File: src/rtl/vga_ctrl.sv
// ---------------------------------------------------------------------------
// vga_ctrl -- VGA timing generator for 640x480@60 Hz (25 MHz pixel clock).
//
// Two free-running counters (cnt_h per clock, cnt_v per line) are the only
// state. Every output is a combinational decode of those counters plus the
// pixel returned by the downstream pixel stage.
//
// The pixel stage has a single-cycle registered latency. For that reason
// pix_x/pix_y are requested one clock before the matching pixel is shown on
// rgb.
//
// Ports:
//   vga_clk      in   1   pixel clock, 25 MHz
//   rst_n        in   1   asynchronous, active-low reset
//   pix_data     in  16   RGB565 pixel, valid one clock after its pix_x/pix_y
//   pix_x        out 10   requested column, 10'h3FF outside the request window
//   pix_y        out 10   requested row, 10'h3FF outside the request window
//   hsync        out  1   horizontal sync, active level = SYNC_POL
//   vsync        out  1   vertical sync, active level = SYNC_POL
//   rgb_valid    out  1   high inside the active display window
//   rgb          out 16   pix_data when rgb_valid, else 16'h0000
//   frame_start  out  1   high while cnt_h == 0 and cnt_v == 0
// ---------------------------------------------------------------------------
module vga_ctrl #(
  parameter int unsigned H_SYNC   = 96,
  parameter int unsigned H_BACK   = 48,
  parameter int unsigned H_VALID  = 640,
  parameter int unsigned H_FRONT  = 16,
  parameter int unsigned V_SYNC   = 2,
  parameter int unsigned V_BACK   = 33,
  parameter int unsigned V_VALID  = 480,
  parameter int unsigned V_FRONT  = 10,
  parameter bit          SYNC_POL = 1'b0
) (
  input  logic        vga_clk,
  input  logic        rst_n,
  input  logic [15:0] pix_data,
  output logic [9:0]  pix_x,
  output logic [9:0]  pix_y,
  output logic        hsync,
  output logic        vsync,
  output logic        rgb_valid,
  output logic [15:0] rgb,
  output logic        frame_start
);

  localparam int unsigned H_TOTAL = H_SYNC + H_BACK + H_VALID + H_FRONT;
  localparam int unsigned V_TOTAL = V_SYNC + V_BACK + V_VALID + V_FRONT;
  localparam int unsigned HS      = H_SYNC + H_BACK;
  localparam int unsigned VS      = V_SYNC + V_BACK;

  // All decode thresholds are pre-sized to the 10-bit counter width.
  localparam logic [9:0] H_LAST      = 10'(H_TOTAL - 1);
  localparam logic [9:0] V_LAST      = 10'(V_TOTAL - 1);
  localparam logic [9:0] H_SYNC_END  = 10'(H_SYNC);
  localparam logic [9:0] V_SYNC_END  = 10'(V_SYNC);
  localparam logic [9:0] H_ACT_FIRST = 10'(HS);
  localparam logic [9:0] H_ACT_LAST  = 10'(HS + H_VALID - 1);
  localparam logic [9:0] H_REQ_FIRST = 10'(HS - 1);
  localparam logic [9:0] H_REQ_LAST  = 10'(HS + H_VALID - 2);
  localparam logic [9:0] V_ACT_FIRST = 10'(VS);
  localparam logic [9:0] V_ACT_LAST  = 10'(VS + V_VALID - 1);

  logic [9:0] cnt_h;
  logic [9:0] cnt_v;
  logic       v_act;
  logic       h_act;
  logic       h_req;
  logic       req;

  // cnt_v advances on the same edge that wraps cnt_h, so a frame wrap
  // clears both counters together.
  // NOTE: non-blocking assignments keep every register update reading the
  // pre-edge values of cnt_h/cnt_v, independent of statement order.
  always_ff @(posedge vga_clk or negedge rst_n) begin
    if (!rst_n) begin
      cnt_h <= '0;
      cnt_v <= '0;
    end else if (cnt_h == H_LAST) begin
      cnt_h <= '0;
      if (cnt_v == V_LAST) begin
        cnt_v <= '0;
      end else begin
        cnt_v <= cnt_v + 10'd1;
      end
    end else begin
      cnt_h <= cnt_h + 10'd1;
    end
  end

  // The request window is the active window shifted one clock earlier.
  // The pixel fetched for pix_x arrives on pix_data exactly when
  // rgb_valid covers that column.
  // NOTE: every output gets a default at the top of the block. A path that
  // skips an assignment would otherwise infer a latch.
  always_comb begin
    v_act       = 1'b0;
    h_act       = 1'b0;
    h_req       = 1'b0;
    req         = 1'b0;
    pix_x       = 10'h3FF;
    pix_y       = 10'h3FF;
    hsync       = ~SYNC_POL;
    vsync       = ~SYNC_POL;
    rgb_valid   = 1'b0;
    rgb         = 16'h0000;
    frame_start = 1'b0;

    v_act = (cnt_v >= V_ACT_FIRST) && (cnt_v <= V_ACT_LAST);
    h_act = (cnt_h >= H_ACT_FIRST) && (cnt_h <= H_ACT_LAST);
    h_req = (cnt_h >= H_REQ_FIRST) && (cnt_h <= H_REQ_LAST);
    req   = v_act && h_req;

    if (cnt_h < H_SYNC_END) begin
      hsync = SYNC_POL;
    end
    if (cnt_v < V_SYNC_END) begin
      vsync = SYNC_POL;
    end

    // The subtractions only run inside req, where the counters sit at or
    // above their offsets, so they never wrap.
    if (req) begin
      pix_x = cnt_h - H_REQ_FIRST;
      pix_y = cnt_v - V_ACT_FIRST;
    end

    rgb_valid = v_act && h_act;
    if (rgb_valid) begin
      rgb = pix_data;
    end

    frame_start = (cnt_h == 10'd0) && (cnt_v == 10'd0);
  end

endmodule

File: config.mk
export PLATFORM = sky130hd
export DESIGN_NAME = vga_ctrl
export DESIGN_NICKNAME = d
export VERILOG_FILES = /design/src/rtl/vga_ctrl.sv
export SDC_FILE = /design/constraint.sdc
export NUM_CORES = 1
export LEC_CHECK = 0
export CAP_MARGIN = 20
export CORE_ASPECT_RATIO = 0.8
export CORE_UTILIZATION = 34
export CTS_BUF_LIST = sky130_fd_sc_hd__clkbuf_4
export CTS_CLUSTER_SIZE = 30
export DETAILED_ROUTE_END_ITERATION = 6
export PLACE_DENSITY_LB_ADDON = 0.2
export SLEW_MARGIN = 15
export SYNTH_ARGS = -nofsm -noshare
export SYNTH_HDL_FRONTEND = slang
export SYNTH_SLANG_ARGS = --single-unit
File: constraint.sdc
create_clock -name vga_clk -period 2.3 [get_ports vga_clk]
set_input_delay 0.23 -clock vga_clk [delete_from_list [all_inputs] [get_ports vga_clk]]
set_output_delay 0.23 -clock vga_clk [all_outputs]
set_load 0.005 [all_outputs]
## Word-level counts from Yosys, hierarchy flattened

Index checks and enable logic that the tools add are counted.

- Word-level logic and storage cells: 31
- Output and inout bits: 40
- Bits of input ports: 18
- Flip-flop bits (word level): 20

- Add/subtract/negate cells: 4
- Order comparisons: 8
- Muxes and demuxes: 7
- Equality and inequality tests: 2
- Reductions and logical operators: 8

Operators with widths:

| cell | count |
|---|---|
| 2-to-1 mux 10 bit | 4 |
| less-or-equal comparator 10 bit, second input constant | 3 |
| adder 10 x 1 -> 10 bit, second input constant | 2 |
| == test 10 bit, second input constant | 2 |
| greater-or-equal comparator 10 x 8 -> 1 bit, second input constant | 2 |
| zero test 10 bit | 2 |
| 2-to-1 mux 16 bit | 1 |
| greater-or-equal comparator 10 x 6 -> 1 bit, second input constant | 1 |
| less-than comparator 10 x 2 -> 1 bit, second input constant | 1 |
| less-than comparator 10 x 7 -> 1 bit, second input constant | 1 |
| subtractor 10 x 6 -> 10 bit, second input constant | 1 |
| subtractor 10 x 8 -> 10 bit, second input constant | 1 |
| logical AND 1 bit | 6 |
| 2-to-1 mux 1 bit | 2 |

## Logic depth before layout (Yosys ltp)

Gate-level depths: netlist of run 1.

- Depth in word-level cells: 4
- Gate-level depth with buffers: 7
- Mapped depth without buffers: 6

## Least setup slack after synthesis of run 1

No wires, ideal clock.

- Kind: register -> output
- Start point: register cnt_v[0]
- End point: output rgb[10]
- Buffers on the path: 2
- Data required time: 2070 ps
- Slack: 205 ps
- Cell stages (with the launch flop): 8
- Data arrival time: 1865 ps
- Path through: dfrtp_1 -> ha_1 -> clkbuf_1 -> o41ai_2 -> nor3b_4 -> nor3_4 -> buf_6 -> and2_1

- Word-level cells in the longest chain between the ends: 4
- Elaborated cells between the ends (all ways): 5
- Classes of those cells: order compare: 2; mux: 1; reduce/logical: 2

RTL lines:

| item | line | source |
|---|---|---|
| from (decl) | 65 | `logic [9:0] cnt_v;` |
| from (signal assigned) | 84 | `cnt_v <= cnt_v + 10'd1;` |
| greater-or-equal comparator 10 x 6 -> 1 bit / less-or-equal comparator 10 bit (equally long branches) | 109 | `v_act = (cnt_v >= V_ACT_FIRST) && (cnt_v <= V_ACT_LAST);` |
| logical AND 1 bit * | 109 |  |
| logical AND 1 bit * | 128 | `rgb_valid = v_act && h_act;` |
| named net rgb_valid | 42 | `output logic rgb_valid,` |
| 2-to-1 mux 16 bit * | 129 | `if (rgb_valid) begin` |
| to (decl) | 43 | `output logic [15:0] rgb,` |

Mark *: on every way through the listed nets, which the timed path passes. The rest lies on a longest branch.

## Worst setup path in the final report of run 1

- Start point: register cnt_v[4]
- End point: output pix_y[6]

- Word-level cells in the longest chain between the ends: 4
- Elaborated cells between the ends (all ways): 6
- Classes of those cells: add/sub: 1; order compare: 2; mux: 1; reduce/logical: 2

RTL lines:

| item | line | source |
|---|---|---|
| greater-or-equal comparator 10 x 6 -> 1 bit / less-or-equal comparator 10 bit (equally long branches) | 109 |  |
| logical AND 1 bit | 109 |  |
| logical AND 1 bit | 112 | `req = v_act && h_req;` |
| 2-to-1 mux 10 bit * | 123 | `if (req) begin` |
| to (decl) | 39 | `output logic [9:0] pix_y,` |

Mark *: on every way between the ends. The rest lies on a longest branch, timed or not.

==> results.py, run 1 <==
metrics = {
    "status": {
        "status": "complete, but fails checks",
        "violations": "negative setup slack",
    },
    "power_and_ir_drop": {
        "power.internal_uw": 554,
        "vdd_drop_max_v": 0.000195,
        "p_clk_share_pct": 43.7,
        "leakage_uw": 0.00128,
        "power_density_nw_per_um2": 252,
        "switchingPower_uw": 135,
        "swShare_pct": 19.7,
        "combinationalPowerShare_pct": 5.3,
        "seqPwrFrac_pct": 51.0,
    },
    "logic_synthesis": {
        "synthSimpleGateAreaFrac_pct": 36.9,
        "synth_xor_area_share_pct": 11.2,
        "synth_edf_count": 0,
        "yosysUniqueCellTypes": 46,
        "synth_compound_area_share_pct": 10.4,
        "synth_top_area_share_pct": 29.2,
        "ys_ff_latch": 20,
        "synthMuxAreaShare_pct": 1.24,
        "synthArstFlopShare_pct": 100,
        "syn_inst": 200,
        "yosysWarnings": 0,
        "yosys-top-cells-area": "dfrtp_1 29%, xnor2_1 8.2%, and2_1 6.9%, nand3_1 6.7%, ha_1 3.6%",
        "synth_top_family_by_area": "simple AND/OR/NAND/NOR gates",
        "ys.flop_type": "dfrtp_1",
        "syn_avg_cell_area_sq_um": 8.57,
        "yosysTopAreaCell": "dfrtp_1",
        "synthesis.area_sq_um": 1710,
        "synth_fp_nets": 223,
        "ys_seq_area_share_pct": 29.2,
        "synth_fa_ha_area_share_pct": 3.65,
    },
    "timing": {
        "tightest_slew_ps": 538,
        "finalHoldViolCount": 0,
        "final.setup_skew_ps": 10.6,
        "worst_slack_ps": -102,
        "min_period_ps": 2400,
        "rsz0062_at_grt": "yes",
        "slew_headroom_pct": 63.8,
        "period_share_pct": 104,
        "max_freq_mhz": 416,
        "slew_viol_final": 0,
        "hold_slack_ps": 243,
        "setup_viol": 18,
    },
    "placement": {
        "place_area_sq_um": 2550,
        "hpwlAfterDp_mm": 3.64,
        "globalplace.congestion": 0.851,
        "portBuffers": 57,
        "dp.cells": 337,
    },
    "final_layout": {
        "diodes": 0,
        "stdcell_count": 359,
        "syn_to_final_growth_pct": 59.5,
        "drive_above_1_share_pct": 43.8,
        "design_area_sq_um": 2730,
        "nets": 323,
        "fin_util_pct": 58.1,
    },
    "worst_setup_path": {
        "crit_arrival_ps": 2170,
        "cpMostUsedCell": "buf_6",
        "crit_buf_inv": 4,
        "cp_data_required_time_ps": 2070,
        "slowest_stage": "dfrtp_2",
        "cp.depth": 8,
        "crit_type": "flip-flop to output port",
        "worstPathCellList": "buf_12 -> nor4_4 -> a31oi_4 -> nor3_4 -> buf_6 -> buf_6 -> nand3_2 -> buf_6",
        "cp-end-kind": "output port",
        "reg2reg_depth": 6,
        "r2r-end": "cnt_v[0]$_DFFE_PN0N_",
        "slowest_delay_ps": 460,
        "path_max_fanout": 5,
        "worstSetupStartpointType": "flip-flop",
        "path_delay_family": "simple AND/OR/NAND/NOR gates",
        "reg2reg_from": "cnt_h[1]$_DFF_PN0_",
        "critPathLaunch": "cnt_v[4]$_DFFE_PN0N_",
        "crit_end": "pix_y[6]",
        "r2r_slack_ps": 310,
    },
    "floorplanning": {
        "die_area_sq_um": 5330,
        "die_h_um": 65.5,
        "coreArea_sq_um": 4710,
        "num_io_pins": 58,
        "start_util_pct": 36.4,
        "fp-row-count": 22,
        "fp.dieW_um": 81.4,
    },
    "clock_tree": {
        "clock-root-buffer": "clkbuf_4",
        "numCtsBuffers": 3,
        "clk_pin_slew_ps": 130,
        "clockBufferDepth": 2,
        "cts_sinks": 20,
        "insertion_delay_ps": 320,
        "htree_levels": 1,
        "cts_tree": "built",
    },
    "flow_run": {
        "maxCapViolations": 0,
    },
    "routing": {
        "ant_nets": 0,
        "drc": 0,
        "wl_mm": 5.34,
        "vias": 1834,
        "drt_iter0_drc": 102,
        "wl_per_cell_um": 14.9,
        "drt-pass1-iter-count": 4,
        "viasPerCell": 5.11,
    },
    "global_routing": {
        "grt_max_degree": 21,
        "grtUsageTotal_pct": 20.6,
        "grt_pass1_wl_mm": 8.38,
        "overflow": 0,
        "grt_antenna_before_repair": 0,
        "grt_pass1_vias": 1736,
    },
    "min_path": {
        "hold_path_class": "input pin to asynchronous set/reset pin",
    },
}
[cell type report]
class / instances / area (sq um)
multi-input combinational: 155 / 1200
sequential: 20 / 505
tap: 60 / 75.1
fill: 422 / 1970
timing repair buffer: 111 / 865
clock buffer: 3 / 22.5
inverter: 9 / 33.8
clock inverter: 1 / 30.0
[state kept, by name, summed over array words and instances, names as in the netlist]
name and cells:
cnt_h 10, cnt_v 10
[stage by stage]
| stage | setup TNS, ps | setup WS (ps) | power (uW) |
|---|---|---|---|
| after global placement | 0 | 23.4 | 395 |
| after detailed placement | -1780 | -80.2 | 396 |
| after floorplan | 0 | 205 | 359 |
| final | -838 | -102 | 689 |
| after global routing | -3380 | -200 | 714 |
| after CTS | -3290 | -195 | 697 |
[power groups by stage]
stage / combinational, uW / clock [uW] / sequential [uW]
2_1_floorplan: 0.203 / 0 / 358
3_3_place_gp: 37.0 / 0 / 358
3_5_place_dp: 37.4 / 0 / 358
4_1_cts: 37.5 / 308 / 352
5_1_grt: 39.8 / 322 / 352
6_report: 36.5 / 301 / 352
[metal layers]
| layer | GRT usage, % | part of all wire, % | vias to the layer above |
|---|---|---|---|
| li1 | - | - | 901 |
| met1 | 27.7 | 44 | 850 |
| met2 | 33.5 | 46 | 78 |
| met3 | 4.31 | 8.7 | 5 |
| met4 | 4.69 | 0.64 | 0 |
| met5 | 0 | 0 | - |
[cells by family after synthesis]
family,Yosys count
muxes,2
and+or+nand+nor,102
buffers and inverters,25
adders and majority gates,5
DFF,20
AOI/OAI and AO/OA,24
xor gates and xnor gates,22
[cells in the final DEF, fill, tap and decap left out, types with 3 or more instances in the layout]
cell,n
a21oi_1,6
and2_1,18
and3_1,5
buf_2,23
buf_4,47
buf_6,9
clkbuf_2,10
clkbuf_4,3
clkdlybuf4s50_1,18
dfrtp_1,16
dfrtp_2,4
ha_1,3
inv_1,8
nand2_1,9
nand3_1,13
nand3_2,10
nand4_1,8
nor2_1,10
nor3_1,4
nor3_4,3
o21ai_0,6
xnor2_1,16
xor2_1,6
[cells in the mapped netlist (all sizes together), types with 5 or more instances]
cell type and n:
nand3 23, dfrtp 20, and2 19, xnor2 16, nand2 10, nor2 10, buf 9, inv 9
nand4 8, clkbuf 7, nor3 7, a21oi 6, and3 6, o21ai 6, xor2 6, ha 5
nor4 5
[worst min-delay path by stage]
stage	from	to	slack (ps)	cells after the start
6_report	rst_n	cnt_h[3]$_DFF_PN0_	240	2
5_1_grt	rst_n	cnt_h[2]$_DFF_PN0_	260	2
4_1_cts	rst_n	cnt_h[3]$_DFF_PN0_	250	2
3_5_place_dp	cnt_h[0]$_DFF_PN0_	cnt_h[0]$_DFF_PN0_	560	1
3_3_place_gp	cnt_h[0]$_DFF_PN0_	cnt_h[0]$_DFF_PN0_	540	1
2_1_floorplan	rst_n	cnt_h[0]$_DFF_PN0_	-70	0
[timing repair]
action	in CTS	in global routing
hold buffers	0	0
resized for setup	138	39
setup buffers	14	6
pin swaps	9	5
gates cloned	1	0
endpoints found under the setup margin	38	39
[worst register-to-register path, cell delays in order (launching register included)]
cell     delay (ps)
dfrtp_1         390
ha_1            220
nand4_1         240
nor4_4          590
buf_4           240
nand2_1          70
o21ai_0         160
No activity file was read; power rests on OpenSTA's default activity.
==> run 2: changes to the inputs <==
--- a/config.mk
+++ b/config.mk
@@ -10,3 +10,3 @@
 export CORE_UTILIZATION = 34
-export CTS_BUF_LIST = sky130_fd_sc_hd__clkbuf_4
+export CTS_BUF_LIST = sky130_fd_sc_hd__clkbuf_8 sky130_fd_sc_hd__clkbuf_16
 export CTS_CLUSTER_SIZE = 30
==> constraint.sdc (replaced) <==
create_clock -name vga_clk -period 2.3 [get_ports vga_clk]
set_input_delay 0.46 -clock vga_clk [delete_from_list [all_inputs] [get_ports vga_clk]]
set_output_delay 0.46 -clock vga_clk [all_outputs]
set_load 0.005 [all_outputs]
==> run 2 against run 1 <==
Compared with the run above: the run still ends with negative setup slack left; highest routed layer unchanged; clock-buffer cell count is the same; largest power group unchanged; largest cell class unchanged; critical path type unchanged; sequential power hardly changed; die area unchanged; first-iteration DRC count is 25% lower; register-to-register slack about the same; flip-flop and latch count did not move; sequential share of layout area down 1.6 points; cell area up 8.4%.
==> results.py, run 2 (same netlist as run 1, synthesis figures left out) <==
metrics = {
    "placement": {
        "place_ws_ps": -400,
        "globalplace.congestion": 0.829,
        "dp.cells": 352,
        "portBuffers": 57,
        "hpwlAfterDp_mm": 3.62,
    },
    "floorplanning": {
        "coreArea_sq_um": 4710,
        "die_area_sq_um": 5330,
        "fp-row-count": 22,
        "start_util_pct": 36.4,
        "num_io_pins": 58,
        "die_h_um": 65.5,
        "fp.dieW_um": 81.4,
    },
    "final_layout": {
        "diodes": 0,
        "reg.largest.list": "cnt_h x10, cnt_v x10",
        "nets": 347,
        "drive_above_1_share_pct": 50.0,
        "mostFrequentLayoutCells": "62 x buf_4, 20 x dfrtp_1, 20 x buf_2",
        "final_common_cell": "buf_4",
        "stdcell_count": 382,
        "syn_to_final_growth_pct": 72.8,
    },
    "power_and_ir_drop": {
        "leakage_uw": 0.00135,
        "seqPwrFrac_pct": 56.4,
        "p_clk_share_pct": 37.8,
        "combinationalPowerShare_pct": 5.8,
        "power.internal_uw": 494,
        "vdd_drop_max_v": 0.000198,
        "power_density_nw_per_um2": 210,
        "swShare_pct": 20.6,
        "switchingPower_uw": 129,
    },
    "routing": {
        "drt-pass1-iter-count": 4,
        "vias": 1882,
        "drc": 0,
        "drt_iter0_drc": 76,
        "viasPerCell": 4.93,
        "ant_nets": 0,
        "wl_mm": 5.20,
        "wl_per_cell_um": 13.6,
    },
    "timing": {
        "final.setup_skew_ps": 1.40,
        "max_freq_mhz": 387,
        "slew_viol_final": 0,
        "rsz0062_at_grt": "yes",
        "finalHoldViolCount": 0,
        "slew_headroom_pct": 70.5,
        "setup_viol": 38,
        "period_share_pct": 112,
        "worst_slack_ps": -285,
        "min_period_ps": 2590,
        "tightest_slew_ps": 442,
    },
    "worst_setup_path": {
        "cpMostUsedCell": "buf_4",
        "r2r_slack_ps": 310,
        "cp-end-kind": "output port",
        "slowest_stage": "dfrtp_1",
        "reg2reg_depth": 6,
        "worstPathCellList": "buf_4 -> nor4_4 -> a31oi_4 -> buf_4 -> nor3_4 -> buf_12 -> and2_4 -> clkdlybuf4s15_1",
        "worstSetupStartpointType": "flip-flop",
        "crit_arrival_ps": 2130,
        "path_max_fanout": 17,
        "cp_data_required_time_ps": 1840,
        "slowest_delay_ps": 400,
        "crit_type": "flip-flop to output port",
    },
    "clock_tree": {
        "cts_sinks": 20,
        "clock-root-buffer": "clkbuf_8",
        "insertion_delay_ps": 260,
        "clockBufferDepth": 2,
        "cts_tree": "built",
        "clk_pin_slew_ps": 70,
        "htree_levels": 1,
        "numCtsBuffers": 3,
    },
    "global_routing": {
        "grt_pass1_wl_mm": 8.78,
        "grt_antenna_before_repair": 0,
        "grt_pass1_vias": 1865,
        "overflow": 0,
        "grtUsageTotal_pct": 21.6,
        "grt_max_degree": 21,
    },
    "status": {
        "violations": "negative setup slack",
        "status": "complete, but fails checks",
    },
    "flow_run": {
        "maxCapViolations": 0,
    },
    "min_path": {
        "hold_path_class": "input pin to asynchronous set/reset pin",
    },
}
==> run 2: cell count changes in the layout (fill, tap and decap cells not counted), sizes merged <==
cell,change
buf,+18
clkdlybuf4s15,+4
clkbuf,+2
dlymetal6s2s,-2
bufinv,-1
dlygate4sd2,+1
nor3,+1
==> run 2: power by group through the flow <==
stage | combinational [uW] | sequential [uW] | clock, uW
detailed placement | 37.0 | 358 | 0
floorplan | 0.0885 | 358 | 0
finish | 36.1 | 351 | 235
global placement | 36.5 | 358 | 0
global route | 39.4 | 351 | 257
CTS | 37.2 | 351 | 242
==> run 2: what timing repair did <==
| action | CTS | global route |
|---|---|---|
| pin swaps | 10 | 6 |
| gates cloned | 1 | 0 |
| setup endpoints to repair | 38 | 39 |
| setup buffers | 24 | 6 |
| hold buffers | 0 | 0 |
| resized for setup | 156 | 20 |
==> run 2: path summary, 6_finish.rpt <==
check                                startpoint                    to
hold / removal                            rst_n    cnt_h[0]$_DFF_PN0_
max in group asynchronous                 rst_n    cnt_h[9]$_DFF_PN0_
hold reg to reg              cnt_h[7]$_DFF_PN0_    cnt_h[7]$_DFF_PN0_
setup / recovery           cnt_v[4]$_DFFE_PN0N_                rgb[9]
setup reg to reg             cnt_h[1]$_DFF_PN0_  cnt_v[2]$_DFFE_PN0N_
min in group vga_clk         cnt_h[7]$_DFF_PN0_    cnt_h[7]$_DFF_PN0_
==> run 2: layout make-up <==
| type | count | area [sq um] |
|---|---|---|
| Fill cell | 428 | 1740 |
| Tap cell | 60 | 75.1 |
| Inverter | 9 | 33.8 |
| Multi-Input combinational cell | 156 | 1260 |
| Sequential cell | 20 | 500 |
| Clock buffer | 3 | 41.3 |
| Timing Repair Buffer | 134 | 1050 |
==> run 2: worst max-delay path: cells and delay by family, from the launching register on <==
family	cells	cell delay, ps
AOI/OAI and AO/OA	1	140
buffers and inverters	4	660
DFF	1	400
and+or+nand+nor	3	660
==> run 2: routing by layer <==
layer	wire, um	part of all wire, %	vias up	GRT usage, %
met3	449	8.6	4	2.78
met4	46	0.88	0	6.03
met5	0	0	-	0
li1	-	-	953	-
met1	2450	47	859	30.1
met2	2260	43	66	34.8
==> run 2: per-stage QoR <==
stage	hold WS (ps)	total power, uW	TNS [ps]	utilization, %	cell area, sq um
6_report	529	623	-7340	62.9	2960
5_1_grt	545	647	-11100	62.9	2960
4_1_cts	533	631	-9510	63.4	2980
3_5_place_dp	575	395	-12780	57.3	2700
3_3_place_gp	571	395	-12870	57.3	2700
2_1_floorplan	164	358	-105	-	1760
==> run 3: changes to the inputs <==
CORE_MARGIN = 5   (was unset)
==> run 3 against run 2 <==
Compared with the run above: the run still ends with negative setup slack left; critical path depth grew 1; global-route usage shrank 3.8 points; first-iteration DRC count decreased by 1.3%; combinational power up 2%; worst setup slack worse by 48 ps; fmax fell by 1.8%; critical path type unchanged; largest power group unchanged.
==> results.py, run 3 (same netlist as run 1, synthesis figures left out) <==
metrics = {
    "global_routing": {
        "grtUsageTotal_pct": 17.8,
        "grt_pass1_wl_mm": 9.04,
        "grt_pass1_vias": 1840,
        "overflow": 0,
        "grt_antenna_before_repair": 0,
        "grt_max_degree": 21,
    },
    "routing": {
        "ant_nets": 0,
        "drt-pass1-iter-count": 4,
        "viasPerCell": 5.01,
        "wl_per_cell_um": 15.1,
        "drt_iter0_drc": 75,
        "drc": 0,
        "wl_mm": 5.71,
        "vias": 1895,
    },
    "final_layout": {
        "mostFrequentLayoutCells": "62 x buf_4, 20 x buf_2, 18 x dfrtp_1, 18 x clkdlybuf4s50_1",
        "syn_to_final_growth_pct": 67.7,
        "diodes": 0,
        "nets": 341,
        "reg.largest.list": "cnt_h x10, cnt_v x10",
        "final_common_cell": "buf_4",
        "drive_above_1_share_pct": 48.7,
    },
    "worst_setup_path": {
        "crit_type": "flip-flop to output port",
        "cp-end-kind": "output port",
        "cp_data_required_time_ps": 1840,
        "path_max_fanout": 4,
        "cpMostUsedCell": "buf_6",
        "worstSetupStartpointType": "flip-flop",
        "slowest_stage": "dfrtp_1",
        "worstPathCellList": "ha_2 -> o41ai_4 -> nor3b_4 -> buf_6 -> buf_6 -> nor3_4 -> buf_4 -> o211ai_1 -> buf_2",
        "slowest_delay_ps": 430,
        "crit_arrival_ps": 2170,
    },
    "placement": {
        "portBuffers": 57,
        "globalplace.congestion": 0.874,
        "hpwlAfterDp_mm": 4.10,
        "place_ws_ps": -449,
    },
    "clock_tree": {
        "clk_pin_slew_ps": 70,
        "numCtsBuffers": 3,
        "clockBufferDepth": 2,
        "insertion_delay_ps": 270,
        "cts_sinks": 20,
        "cts_tree": "built",
        "clock-root-buffer": "clkbuf_8",
        "htree_levels": 1,
    },
    "timing": {
        "final.setup_skew_ps": 1.05,
        "setup_viol": 37,
        "tightest_slew_ps": 550,
        "finalHoldViolCount": 0,
        "worst_slack_ps": -333,
        "max_freq_mhz": 380,
        "period_share_pct": 114,
        "rsz0062_at_grt": "yes",
        "min_period_ps": 2630,
        "slew_headroom_pct": 63.1,
        "slew_viol_final": 0,
    },
    "floorplanning": {
        "start_util_pct": 34.6,
        "die_area_sq_um": 6570,
        "fp.dieW_um": 89.4,
        "num_io_pins": 58,
        "coreArea_sq_um": 4950,
        "die_h_um": 73.5,
        "fp-row-count": 23,
    },
    "min_path": {
        "hold_path_class": "input pin to asynchronous set/reset pin",
    },
    "flow_run": {
        "maxCapViolations": 0,
    },
    "power_and_ir_drop": {
        "p_total_uw": 629,
        "power_density_nw_per_um2": 219,
        "vdd_drop_max_v": 0.000175,
        "leakage_uw": 0.00131,
    },
    "status": {
        "violations": "negative setup slack",
        "status": "complete, but fails checks",
    },
}
[run 3: per-layer routing]
| metal | GRT usage [%] | vias to the layer above | wire length [um] |
|---|---|---|---|
| li1 | - | 935 | - |
| met3 | 3.25 | 9 | 516 |
| met4 | 6.28 | 0 | 97 |
| met2 | 28.1 | 78 | 2530 |
| met5 | 0 | - | 0 |
| met1 | 24.3 | 873 | 2570 |
[run 3: what timing repair did]
| action | CTS | global route |
|---|---|---|
| hold buffers | 0 | 0 |
| cloned | 1 | 0 |
| endpoints found under the setup margin | 39 | 39 |
| buffers inserted | 19 | 3 |
| resized for setup | 138 | 35 |
| pin swaps | 12 | 3 |
[run 3: layout make-up]
class	count	area, sq um
repair buffers	128	970
multi-input cells	156	1250
inverters	9	33.8
clock buffers	3	41.3
fillers	456	2070
flip-flops and latches	20	503
well taps	62	77.6
[run 3: final timing paths]
path                                      start                   end  slack, ps  depth (start not counted)
setup / recovery           cnt_v[0]$_DFFE_PN0N_              pix_x[7]       -330                          9
hold / removal                            rst_n    cnt_h[0]$_DFF_PN0_        530                          2
setup reg to reg             cnt_h[0]$_DFF_PN0_  cnt_v[4]$_DFFE_PN0N_        190                          7
hold reg to reg            cnt_v[7]$_DFFE_PN0N_  cnt_v[7]$_DFFE_PN0N_        580                          2
max in group asynchronous                 rst_n  cnt_v[6]$_DFFE_PN0N_       1540                          2
min in group vga_clk       cnt_v[7]$_DFFE_PN0N_  cnt_v[7]$_DFFE_PN0N_        580                          2
[run 3: through the flow]
| step | instances | setup TNS, ps | cell area [sq um] | hold WS (ps) | utilization [%] |
|---|---|---|---|---|---|
| 2_1_floorplan | 200 | -105 | 1760 | 164 | - |
| 3_3_place_gp | 356 | -13100 | 2720 | 567 | 54.9 |
| 3_5_place_dp | 356 | -14070 | 2720 | 587 | 54.9 |
| 5_1_grt | 378 | -11350 | 2880 | 566 | 58.1 |
| 6_report | 378 | -8910 | 2880 | 529 | 58.1 |
| 4_1_cts | 377 | -8320 | 2890 | 535 | 58.4 |
[run 3: report_power, final]
group,leakage [uW],total [uW],switching (uW),internal [uW]
Combinational,0.00103,36.7,10.7,26.1
Sequential,0.000262,351,0,351
Clock,0.0000216,241,124,117
[run 3: critical path, delay by kind of cell, from the launching register on]
kind	cells	cell delay (ps)
compound gates	2	360
fa+ha+maj	1	220
buf+inv	4	540
flops	1	430
simple gates	2	340
